<file path="config.mk">
export PLATFORM = sky130hd
export DESIGN_NAME = miss_refill_ctrl
export DESIGN_NICKNAME = d
export VERILOG_FILES = /design/src/rtl/miss_refill_ctrl.sv
export SDC_FILE = /design/constraint.sdc
export NUM_CORES = 1
export LEC_CHECK = 0
export BUFFER_PORTS_ARGS = -buffer_cell sky130_fd_sc_hd__buf_4
export CORE_AREA = 2 2 89 91
export DETAILED_ROUTE_END_ITERATION = 16
export DIE_AREA = 0 0 91 93
export PLACE_DENSITY = 0.73
export SKIP_LAST_GASP = 1
export SLEW_MARGIN = 20
export SYNTH_ARGS = -nofsm -noshare
export SYNTH_HDL_FRONTEND = slang
export SYNTH_SLANG_ARGS = --single-unit
</file>
<file path="constraint.sdc">
create_clock -name clk -period 3.96 [get_ports clk]
set_input_delay 0.792 -clock clk [delete_from_list [all_inputs] [get_ports clk]]
set_output_delay 0.792 -clock clk [all_outputs]
set_load 0.005 [all_outputs]
</file>
<file path="src/rtl/miss_refill_ctrl.sv">
// D-cache write-miss refill controller: optional dirty writeback, line fill, tag update.
// Define DCACHE_WB_EN to build the writeback path (WB state) for write-back caches.
module miss_refill_ctrl #(
  parameter  int INDEX_W    = 6,
  parameter  int LINE_WORDS = 4,
  localparam int OFF_W      = $clog2(LINE_WORDS),
  localparam int TAG_W      = 32 - INDEX_W - OFF_W - 2
) (
  input  logic              clk,
  input  logic              rst_n,
  input  logic              miss_req,
  input  logic [31:0]       miss_addr,
  input  logic              victim_valid,
  input  logic              victim_dirty,
  input  logic [TAG_W-1:0]  victim_tag,
  output logic [OFF_W-1:0]  line_rd_idx,
  input  logic [31:0]       line_rd_data,
  output logic              mem_req,
  output logic              mem_we,
  output logic [31:0]       mem_addr,
  output logic [31:0]       mem_wdata,
  input  logic [31:0]       mem_rdata,
  input  logic              mem_ack,
  output logic              fill_we,
  output logic [OFF_W-1:0]  fill_word_idx,
  output logic [31:0]       fill_data,
  output logic              upd_entry,
  output logic              busy
);

`ifdef DCACHE_WB_EN
  typedef enum logic [1:0] {
    IDLE   = 2'd0,
    WB     = 2'd1,
    FILL   = 2'd2,
    UPDATE = 2'd3
  } state_t;
`else
  typedef enum logic [1:0] {
    IDLE   = 2'd0,
    FILL   = 2'd2,
    UPDATE = 2'd3
  } state_t;
`endif

  state_t             state, state_n;
  logic [OFF_W-1:0]   cnt, cnt_n;
  logic [TAG_W-1:0]   tag_q;
  logic [INDEX_W-1:0] idx_q;
  logic               cap;
  logic               last;

`ifdef DCACHE_WB_EN
  logic [TAG_W-1:0]   vtag_q;
  logic               unused_ok;
  assign unused_ok = ^{miss_addr[OFF_W+1:0]};
`else
  logic               unused_ok;
  assign unused_ok = ^{miss_addr[OFF_W+1:0], victim_valid,
                       victim_dirty, victim_tag, line_rd_data};
`endif

  assign last = (cnt == OFF_W'(LINE_WORDS - 1));

  always_ff @(posedge clk) begin
    if (!rst_n) begin
      state  <= IDLE;
      cnt    <= '0;
      tag_q  <= '0;
      idx_q  <= '0;
`ifdef DCACHE_WB_EN
      vtag_q <= '0;
`endif
    end else begin
      state <= state_n;
      cnt   <= cnt_n;
      if (cap) begin
        tag_q  <= miss_addr[31 -: TAG_W];
        idx_q  <= miss_addr[OFF_W+2 +: INDEX_W];
`ifdef DCACHE_WB_EN
        vtag_q <= victim_tag;
`endif
      end
    end
  end

  always_comb begin
    state_n       = state;
    cnt_n         = cnt;
    cap           = 1'b0;
    line_rd_idx   = '0;
    mem_req       = 1'b0;
    mem_we        = 1'b0;
    mem_addr      = '0;
    mem_wdata     = '0;
    fill_we       = 1'b0;
    fill_word_idx = '0;
    fill_data     = '0;
    upd_entry     = 1'b0;
    busy          = 1'b0;
    unique case (state)
      IDLE: begin
        if (miss_req) begin
          cap   = 1'b1;
          cnt_n = '0;
`ifdef DCACHE_WB_EN
          state_n = (victim_valid && victim_dirty) ? WB : FILL;
`else
          state_n = FILL;
`endif
        end
      end
`ifdef DCACHE_WB_EN
      WB: begin
        busy        = 1'b1;
        mem_req     = 1'b1;
        mem_we      = 1'b1;
        line_rd_idx = cnt;
        mem_addr    = {vtag_q, idx_q, cnt, 2'b00};
        mem_wdata   = line_rd_data;
        if (mem_ack) begin
          cnt_n = cnt + 1'b1;
          if (last) begin
            cnt_n   = '0;
            state_n = FILL;
          end
        end
      end
`endif
      FILL: begin
        busy     = 1'b1;
        mem_req  = 1'b1;
        mem_addr = {tag_q, idx_q, cnt, 2'b00};
        if (mem_ack) begin
          fill_we       = 1'b1;
          fill_word_idx = cnt;
          fill_data     = mem_rdata;
          cnt_n         = cnt + 1'b1;
          if (last) state_n = UPDATE;
        end
      end
      UPDATE: begin
        busy      = 1'b1;
        upd_entry = 1'b1;
        state_n   = IDLE;
      end
      default: state_n = IDLE;
    endcase
  end

endmodule

</file>
==> impl_metrics.py, run 1 <==
metrics = {
    "status": {
        "status": "completed",
    },
    "timing": {
        "setup_viol": 0,
        "tns_ns": 0,
        "rsz0062_at_grt": "no",
        "tightest_slew_ns": 0.591,
        "finalCritPeriodShare": 0.657,
        "slew_violations": 0,
        "holdWs_ns": 0.449,
        "finalHoldViolCount": 0,
        "maxSlewHeadroom": 0.606,
        "fmax_mhz": 384,
        "skew_ns": 0.00452,
        "fin_crit_ns": 2.60,
        "fin_ws_ns": 1.36,
    },
    "global_route": {
        "grt_max_degree": 66,
        "antenna_found_initial": 0,
        "grt_pass1_vias": 1920,
        "grtUsageTotal": 0.128,
        "overflow": 0,
        "grt_pass1_wl_um": 8910,
    },
    "logic_synthesis": {
        "synthDistinctLibCells": 23,
        "synthTopCellsByCount": "nand2_1, buf_4, and3_1, dfxtp_1, and2_1",
        "ys_seq_area_frac": 0.329,
        "synthMuxAreaShare": 0,
        "syn_area_mm2": 0.00195,
        "yosysWarnings": 0,
        "synth_fa_ha_area_frac": 0.00643,
        "synth_area_leaders": "dfxtp_1, buf_4, and3_1",
        "synth-simple-area-share": 0.359,
        "synth_compound_area_frac": 0.114,
        "ys.flop_type": "dfxtp_1",
        "synthArstFlopShare": 0,
        "synth_top_area_share": 0.329,
        "synth_edf_count": 0,
        "syn_area_per_cell_um2": 7.69,
        "yosys.area_share.xor_xnor": 0,
        "yosysTopAreaCell": "dfxtp_1",
        "postSynthCellCount": 253,
        "synth_top_family_by_area": "simple AND/OR/NAND/NOR gates",
        "ys_ff_latch": 32,
        "yosysMostFrequentCell": "nand2_1",
    },
    "finish": {
        "fin_cells": 476,
        "fin_util": 0.399,
        "nNetsFinal": 498,
        "postLayoutCellArea_mm2": 0.00300,
        "areaGrowthSynthToFinish_pct": 54.4,
        "layout-drive-gt1-share": 0.385,
        "antennaDiodeCount": 0,
    },
    "critical_path": {
        "critPathMaxFanout": 45,
        "timing.rr.end": "cnt[0]$_SDFFE_PN0P_",
        "reg2reg_depth": 3,
        "reg2reg_from": "state[1]$_SDFFE_PN0P_",
        "path_class": "register to output pin",
        "cp.arrival_ns": 1.81,
        "worstSetupStartpointType": "register",
        "cp-end-kind": "output pin",
        "worstPathRequired_ns": 3.17,
        "r2r_setup_slack_ns": 2.45,
    },
    "placement": {
        "placed_cells": 467,
        "portBuffers": 131,
        "routabilityCongestion": 0.654,
        "dp_hpwl_um": 3990,
        "dpl_cell_area_mm2": 0.00285,
        "dp_slack_ns": 1.29,
    },
    "floorplanning": {
        "dieHeight_um": 93,
        "die_x_um": 91,
        "start_util": 0.258,
        "rows": 32,
        "die_area_mm2": 0.00846,
        "coreArea_mm2": 0.00753,
        "pin_count": 229,
    },
    "clocking": {
        "clk_path_buf_depth": 2,
        "htreeDepth": 2,
        "ctsResizeCount": 0,
        "cts_tree": "yes",
        "cts.sinks": 32,
        "clkLatencyLatePin_ns": 0.28,
        "post-cts-setup-buffers": 0,
        "clkTransAtPathRegs_ns": 0.07,
        "hold_buffers": 0,
        "root_buffer": "clkbuf_8",
        "numCtsBuffers": 5,
    },
    "route": {
        "met2_length_um": 2820,
        "num_vias": 1971,
        "first_iter_violations": 39,
        "drc": 0,
        "dr.pass1.iters": 4,
        "viasPerCell": 4.14,
        "final_antenna_net_count": 0,
        "wire_per_inst_um": 11.6,
        "top_layer": "met4",
        "met1Wirelength_um": 2050,
        "met3WireLength_um": 587,
        "wirelength_um": 5510,
    },
    "flow_run": {
        "cap_violations": 0,
    },
    "power": {
        "leakagePower_nw": 1.62,
        "peakVddDrop_mv": 0.198,
        "powerDensity_mw_per_mm2": 287,
        "power_mw": 0.861,
    },
    "hold_path": {
        "hold_class": "register to register",
        "hold_end": "tag_q[11]$_SDFFE_PN0P_",
        "worstHoldStart": "tag_q[11]$_SDFFE_PN0P_",
        "hold_depth": 2,
    },
}
## power by group
| part | switching, mW | internal, mW | leakage, nW |
|---|---|---|---|
| Clock | 0.122 | 0.222 | 0.0645 |
| Sequential | 0.00874 | 0.339 | 0.263 |
| Combinational | 0.0738 | 0.0952 | 1.29 |
| Total | 0.204 | 0.657 | 1.62 |
## final cells by class
cell class | instances | area [µm²]
clock buffers | 7 | 96.3
clock inverters | 1 | 30.0
repair buffers | 133 | 1030
flip-flops and latches | 32 | 641
inverters | 1 | 3.75
fillers | 762 | 4520
well taps | 102 | 128
multi-input cells | 200 | 1080
## layer usage
layer,track usage,vias to the layer above
met1,0.124,891
met4,0.0391,0
met2,0.250,97
met5,0,-
li1,-,978
met3,0.0467,5
## worst max-delay path: stages, from the launching register on
cell and delay [ns]:
dfxtp_1 0.49, nor2b_4 0.48, buf_16 0.23, and3_1 0.20
buf_4 0.12
## sequential cells by signal (all words and copies together) (netlist names)
| signal | count |
|---|---|
| idx_q | 6 |
| tag_q | 22 |
| state | 2 |
| cnt | 2 |
## logic make-up (layout without fill, tap and decap cells)
kind of cell             after synthesis  after routing
AND/OR/NAND/NOR                      132            132
buffers and inverters                 57            142
flip-flops                            32             32
AO/OA/AOI/OAI                         30             30
adder cells (fa/ha/maj)                1              1
other                                  1             37
## worst max-delay path by stage
stage,slack [ns],from,cells past startpoint,end
final,1.36,state[1]$_SDFFE_PN0P_,4,fill_data[20]
after global routing,1.18,state[1]$_SDFFE_PN0P_,4,fill_data[20]
after CTS,0.97,state[1]$_SDFFE_PN0P_,3,fill_data[20]
after detailed placement,1.29,state[1]$_SDFFE_PN0P_,3,fill_data[20]
after global placement,1.34,state[1]$_SDFFE_PN0P_,3,fill_data[20]
after floorplan,2.02,mem_ack,2,fill_data[10]
## layout by cell type (no fill, tap or decap), types with 2 or more instances in the layout
master and instances:
and3_1 36, conb_1 37, nor2_1 2, a21boi_0 23, nand2_1 57, dfxtp_1 32, and2_1 31, clkbuf_8 7
a21boi_1 5, buf_4 131
Note: power is estimated with default switching activity, not from simulation.
==> run 2: changes to the inputs <==
==> constraint.sdc (replaced) <==
create_clock -name clk -period 2.4 [get_ports clk]
set_input_delay 0.48 -clock clk [delete_from_list [all_inputs] [get_ports clk]]
set_output_delay 0.48 -clock clk [all_outputs]
set_load 0.005 [all_outputs]
==> impl_metrics.py, run 2 (synthesis gave the netlist of run 1 again) <==
metrics = {
    "flow_run": {
        "cap_violations": 0,
    },
    "clocking": {
        "numCtsBuffers": 5,
        "cts.sinks": 32,
        "cts_tree": "yes",
        "htreeDepth": 2,
        "post-cts-setup-buffers": 0,
        "ctsResizeCount": 0,
        "clk_path_buf_depth": 2,
        "clkLatencyLatePin_ns": 0.28,
        "clkTransAtPathRegs_ns": 0.06,
        "hold_buffers": 0,
        "root_buffer": "clkbuf_8",
    },
    "timing": {
        "fin_crit_ns": 2.05,
        "tns_ns": 0,
        "fmax_mhz": 487,
        "fin_ws_ns": 0.345,
        "finalHoldViolCount": 0,
        "skew_ns": 0.00559,
        "setup_viol": 0,
        "finalCritPeriodShare": 0.856,
        "holdWs_ns": 0.449,
        "rsz0062_at_grt": "no",
        "slew_violations": 0,
    },
    "critical_path": {
        "reg2reg_depth": 3,
        "reg2reg_from": "state[1]$_SDFFE_PN0P_",
        "timing.rr.end": "cnt[0]$_SDFFE_PN0P_",
        "r2r_setup_slack_ns": 0.90,
        "max_stage_delay_ns": 0.49,
        "path_cells": "nor2b_4 -> buf_12 -> and3_1 -> buf_4",
        "cp.arrival_ns": 1.57,
        "critPathMaxFanout": 64,
        "cp-end-kind": "output pin",
        "slowest_stage": "dfxtp_1",
        "worstPathRequired_ns": 1.92,
        "path_class": "register to output pin",
        "worstSetupStartpointType": "register",
    },
    "placement": {
        "dpl_cell_area_mm2": 0.00286,
        "dp_slack_ns": 0.596,
        "dp_hpwl_um": 3870,
        "portBuffers": 131,
        "routabilityCongestion": 0.666,
        "placed_cells": 468,
    },
    "global_route": {
        "grt_pass1_wl_um": 8330,
        "grtUsageTotal": 0.121,
        "overflow": 0,
        "grt_max_degree": 65,
        "grt_pass1_vias": 1720,
        "antenna_found_initial": 0,
    },
    "route": {
        "final_antenna_net_count": 0,
        "dr.pass1.iters": 4,
        "num_vias": 1965,
        "drc": 0,
        "wirelength_um": 5350,
        "viasPerCell": 4.13,
        "wire_per_inst_um": 11.2,
        "first_iter_violations": 56,
    },
    "finish": {
        "nNetsFinal": 498,
        "fin_cells": 476,
        "multi_input_area_mm2": 0.00108,
        "fillers": 767,
        "final-seq-area_um2": 641,
        "areaGrowthSynthToFinish_pct": 51.8,
        "final_common_cell": "buf_4",
        "fin_util": 0.392,
        "final_cell_mix": "buf_4, nand2_1, conb_1",
        "antennaDiodeCount": 0,
        "top_register": "tag_q",
        "reg_top3": "tag_q x22, idx_q x6",
        "postLayoutCellArea_mm2": 0.00295,
        "largest_reg_flops": 22,
        "layout-drive-gt1-share": 0.380,
    },
    "floorplanning": {
        "coreArea_mm2": 0.00753,
        "die_x_um": 91,
        "pin_count": 229,
        "start_util": 0.258,
        "rows": 32,
        "die_area_mm2": 0.00846,
        "dieHeight_um": 93,
    },
    "power": {
        "leakagePower_nw": 1.59,
        "power_mw": 1.27,
        "peakVddDrop_mv": 0.212,
        "powerDensity_mw_per_mm2": 430,
    },
    "hold_path": {
        "hold_depth": 2,
        "hold_class": "register to register",
        "worstHoldStart": "tag_q[6]$_SDFFE_PN0P_",
        "hold_end": "tag_q[6]$_SDFFE_PN0P_",
    },
    "status": {
        "status": "completed",
    },
}
run 2: worst max path at each step:
stage | start | end | slack (ns) | depth (start not counted)
6_report | state[1]$_SDFFE_PN0P_ | fill_data[20] | 0.35 | 4
3_5_place_dp | state[1]$_SDFFE_PN0P_ | fill_data[20] | 0.60 | 4
5_1_grt | state[1]$_SDFFE_PN0P_ | fill_data[20] | 0.19 | 4
4_1_cts | state[1]$_SDFFE_PN0P_ | fill_data[20] | 0.29 | 4
3_3_place_gp | state[1]$_SDFFE_PN0P_ | fill_data[20] | 0.64 | 4
2_1_floorplan | state[1]$_SDFFE_PN0P_ | mem_addr[16] | 0.80 | 4
run 2: critical path, delay by kind of cell (launching register included):
family	cells	cell delay [ns]
buffers and inverters	2	0.35
flip-flops	1	0.49
AND/OR/NAND/NOR	2	0.45
run 2: final cells by class:
class	instances	area share
sequential	32	0.217
clock buffer	8	0.0305
timing repair buffer	133	0.342
inverter	1	0.00127
multi-input combinational	200	0.366
tap	102	0.0432
run 2: per-layer routing:
layer	vias up	wire length [µm]	global-route usage
met3	5	550	0.0467
met2	98	2700	0.227
met4	0	34	0.0303
met5	-	0	0
li1	977	-	-
met1	885	2070	0.128
run 2: power breakdown:
| group | total (mW) | internal [mW] | leakage [nW] | switching [mW] |
|---|---|---|---|---|
| registers | 0.574 | 0.560 | 0.263 | 0.0140 |
| clock network | 0.421 | 0.234 | 0.0455 | 0.187 |
| logic | 0.274 | 0.154 | 1.28 | 0.120 |
| total | 1.27 | 0.947 | 1.59 | 0.321 |
==> run 3: changes to the inputs <==
--- a/config.mk
+++ b/config.mk
@@ -5,6 +5,7 @@
 export SDC_FILE = /design/constraint.sdc
 export NUM_CORES = 1
 export LEC_CHECK = 0
+export ABC_AREA = 1
 export BUFFER_PORTS_ARGS = -buffer_cell sky130_fd_sc_hd__buf_4
 export CORE_AREA = 2 2 89 91
 export DETAILED_ROUTE_END_ITERATION = 16
==> impl_metrics.py, run 3 <==
metrics = {
    "status": {
        "status": "completed",
    },
    "timing": {
        "holdWs_ns": 0.442,
        "rsz0062_at_grt": "no",
        "finalCritPeriodShare": 0.900,
        "skew_ns": 0.00334,
        "maxSlewHeadroom": 0.597,
        "fmax_mhz": 463,
        "tightest_slew_ns": 0.602,
        "setup_viol": 0,
        "tns_ns": 0,
        "finalHoldViolCount": 0,
        "slew_violations": 0,
        "fin_ws_ns": 0.240,
        "fin_crit_ns": 2.16,
    },
    "clocking": {
        "cts.sinks": 32,
        "root_buffer": "clkbuf_8",
        "clk_path_buf_depth": 2,
        "htreeDepth": 2,
        "post-cts-setup-buffers": 0,
        "cts_tree": "yes",
        "clkTransAtPathRegs_ns": 0.06,
        "hold_buffers": 0,
        "clkLatencyLatePin_ns": 0.27,
        "numCtsBuffers": 5,
        "ctsResizeCount": 0,
    },
    "critical_path": {
        "cp-end-kind": "output pin",
        "critPathMaxFanout": 28,
        "r2r_setup_slack_ns": 0.86,
        "path_cells": "inv_1 -> nand2_2 -> buf_4 -> nor2_1 -> buf_4",
        "cpLargestDelayFamily": "buffers and inverters",
        "cp_common_cell": "buf_4",
        "cp.arrival_ns": 1.68,
        "worstSetupStartpointType": "register",
        "worstPathRequired_ns": 1.92,
        "critical_path_buf_inv_count": 3,
        "path_class": "register to output pin",
        "slowest_stage": "nand2_2",
        "max_stage_delay_ns": 0.37,
    },
    "route": {
        "viasPerCell": 3.97,
        "met1Wirelength_um": 2130,
        "wire_per_inst_um": 9.96,
        "final_antenna_net_count": 0,
        "dr.pass1.iters": 4,
        "num_vias": 2174,
        "first_iter_violations": 43,
        "wirelength_um": 5450,
        "drc": 0,
        "met3WireLength_um": 662,
        "met2_length_um": 2600,
        "top_layer": "met4",
    },
    "floorplanning": {
        "rows": 32,
        "start_util": 0.262,
        "dieHeight_um": 93,
        "pin_count": 229,
        "die_area_mm2": 0.00846,
        "die_x_um": 91,
        "coreArea_mm2": 0.00753,
    },
    "logic_synthesis": {
        "synth_fa_ha_area_frac": 0.00634,
        "ys_ff_latch": 32,
        "syn_area_per_cell_um2": 6.07,
        "synthMuxAreaShare": 0,
        "syn_area_mm2": 0.00197,
        "synth_area_leaders": "dfxtp_1, nor2_1, buf_4",
        "ys.flop_type": "dfxtp_1",
        "synth_top_family_by_area": "simple AND/OR/NAND/NOR gates",
        "yosysTopAreaCell": "dfxtp_1",
        "yosysWarnings": 0,
        "synth_top_area_share": 0.325,
        "synthDistinctLibCells": 17,
        "synthTopCellsByCount": "nor2_1, buf_4, nand2_1, inv_1, dfxtp_1",
        "synth-simple-area-share": 0.322,
        "yosys.area_share.xor_xnor": 0,
        "synth_compound_area_frac": 0.0812,
        "ys_seq_area_frac": 0.325,
        "synthArstFlopShare": 0,
        "postSynthCellCount": 325,
        "synth_edf_count": 0,
        "yosysMostFrequentCell": "nor2_1",
    },
    "global_route": {
        "grtUsageTotal": 0.125,
        "grt_pass1_wl_um": 8840,
        "grt_max_degree": 34,
        "grt_pass1_vias": 1974,
        "overflow": 0,
        "antenna_found_initial": 0,
    },
    "finish": {
        "final_common_cell": "buf_4",
        "layout-drive-gt1-share": 0.326,
        "reg_top3": "tag_q x22, idx_q x6",
        "fillers": 813,
        "top_register": "tag_q",
        "largest_reg_flops": 22,
        "final_cell_mix": "buf_4, nor2_1, conb_1",
        "areaGrowthSynthToFinish_pct": 49.9,
        "nNetsFinal": 570,
        "antennaDiodeCount": 0,
    },
    "placement": {
        "portBuffers": 131,
        "routabilityCongestion": 0.681,
        "dp_hpwl_um": 4150,
        "dp_slack_ns": 0.506,
    },
    "power": {
        "peakVddDrop_mv": 0.265,
        "power_mw": 1.37,
        "leakagePower_nw": 1.57,
        "powerDensity_mw_per_mm2": 463,
    },
    "flow_run": {
        "cap_violations": 0,
    },
    "hold_path": {
        "hold_class": "input port to register",
    },
}
==> run 3: per-layer routing <==
metal	GRT usage	vias up
li1	-	1119
met1	0.133	942
met2	0.230	108
met3	0.0516	5
met4	0.0303	0
met5	0	-
==> run 3: cells by family (layout without fill, tap and decap cells) <==
kind of cell	count (synthesis)	count (layout)
simple gates	167	167
buf+inv	93	177
flops	32	32
compound gates	31	31
fa+ha+maj	1	1
other cells	1	37
==> run 3: cell type report <==
class,instances,area [µm²],share of cell area
Tap cell,102,128,0.0431
Sequential cell,32,641,0.217
Inverter,36,138,0.0465
Clock buffer,7,96.3,0.0326
Timing Repair Buffer,134,1010,0.340
Multi-Input combinational cell,236,950,0.321
==> run 3: final timing paths <==
path,from,end,depth (start not counted)
max,state[0]$_SDFFE_PN0P_,mem_addr[31],5
min,miss_req,state[1]$_SDFFE_PN0P_,2
max reg2reg,state[1]$_SDFFE_PN0P_,tag_q[19]$_SDFFE_PN0P_,5
min reg2reg,idx_q[3]$_SDFFE_PN0P_,idx_q[3]$_SDFFE_PN0P_,2
==> run 3: through the flow <==
stage	std cells	util	instance area, µm²
global route	547	0.393	2960
floorplan	361	-	2110
finish	547	0.393	2960
detailed placement	540	0.380	2860
global placement	540	0.380	2860
CTS	547	0.393	2960
==> run 3: where the power goes <==
part           total (mW)  internal, mW  switching (mW)  leakage (nW)
registers           0.594         0.573          0.0214         0.265
logic               0.337         0.169           0.168          1.26
clock network       0.438         0.255           0.183        0.0503
==> run 3: worst register-to-register path: cells and delay by family, from the launching register on <==
kind / cells / cell delay, ns
buffers and inverters: 1 / 0.25
flip-flops: 1 / 0.44
AND/OR/NAND/NOR: 4 / 0.74
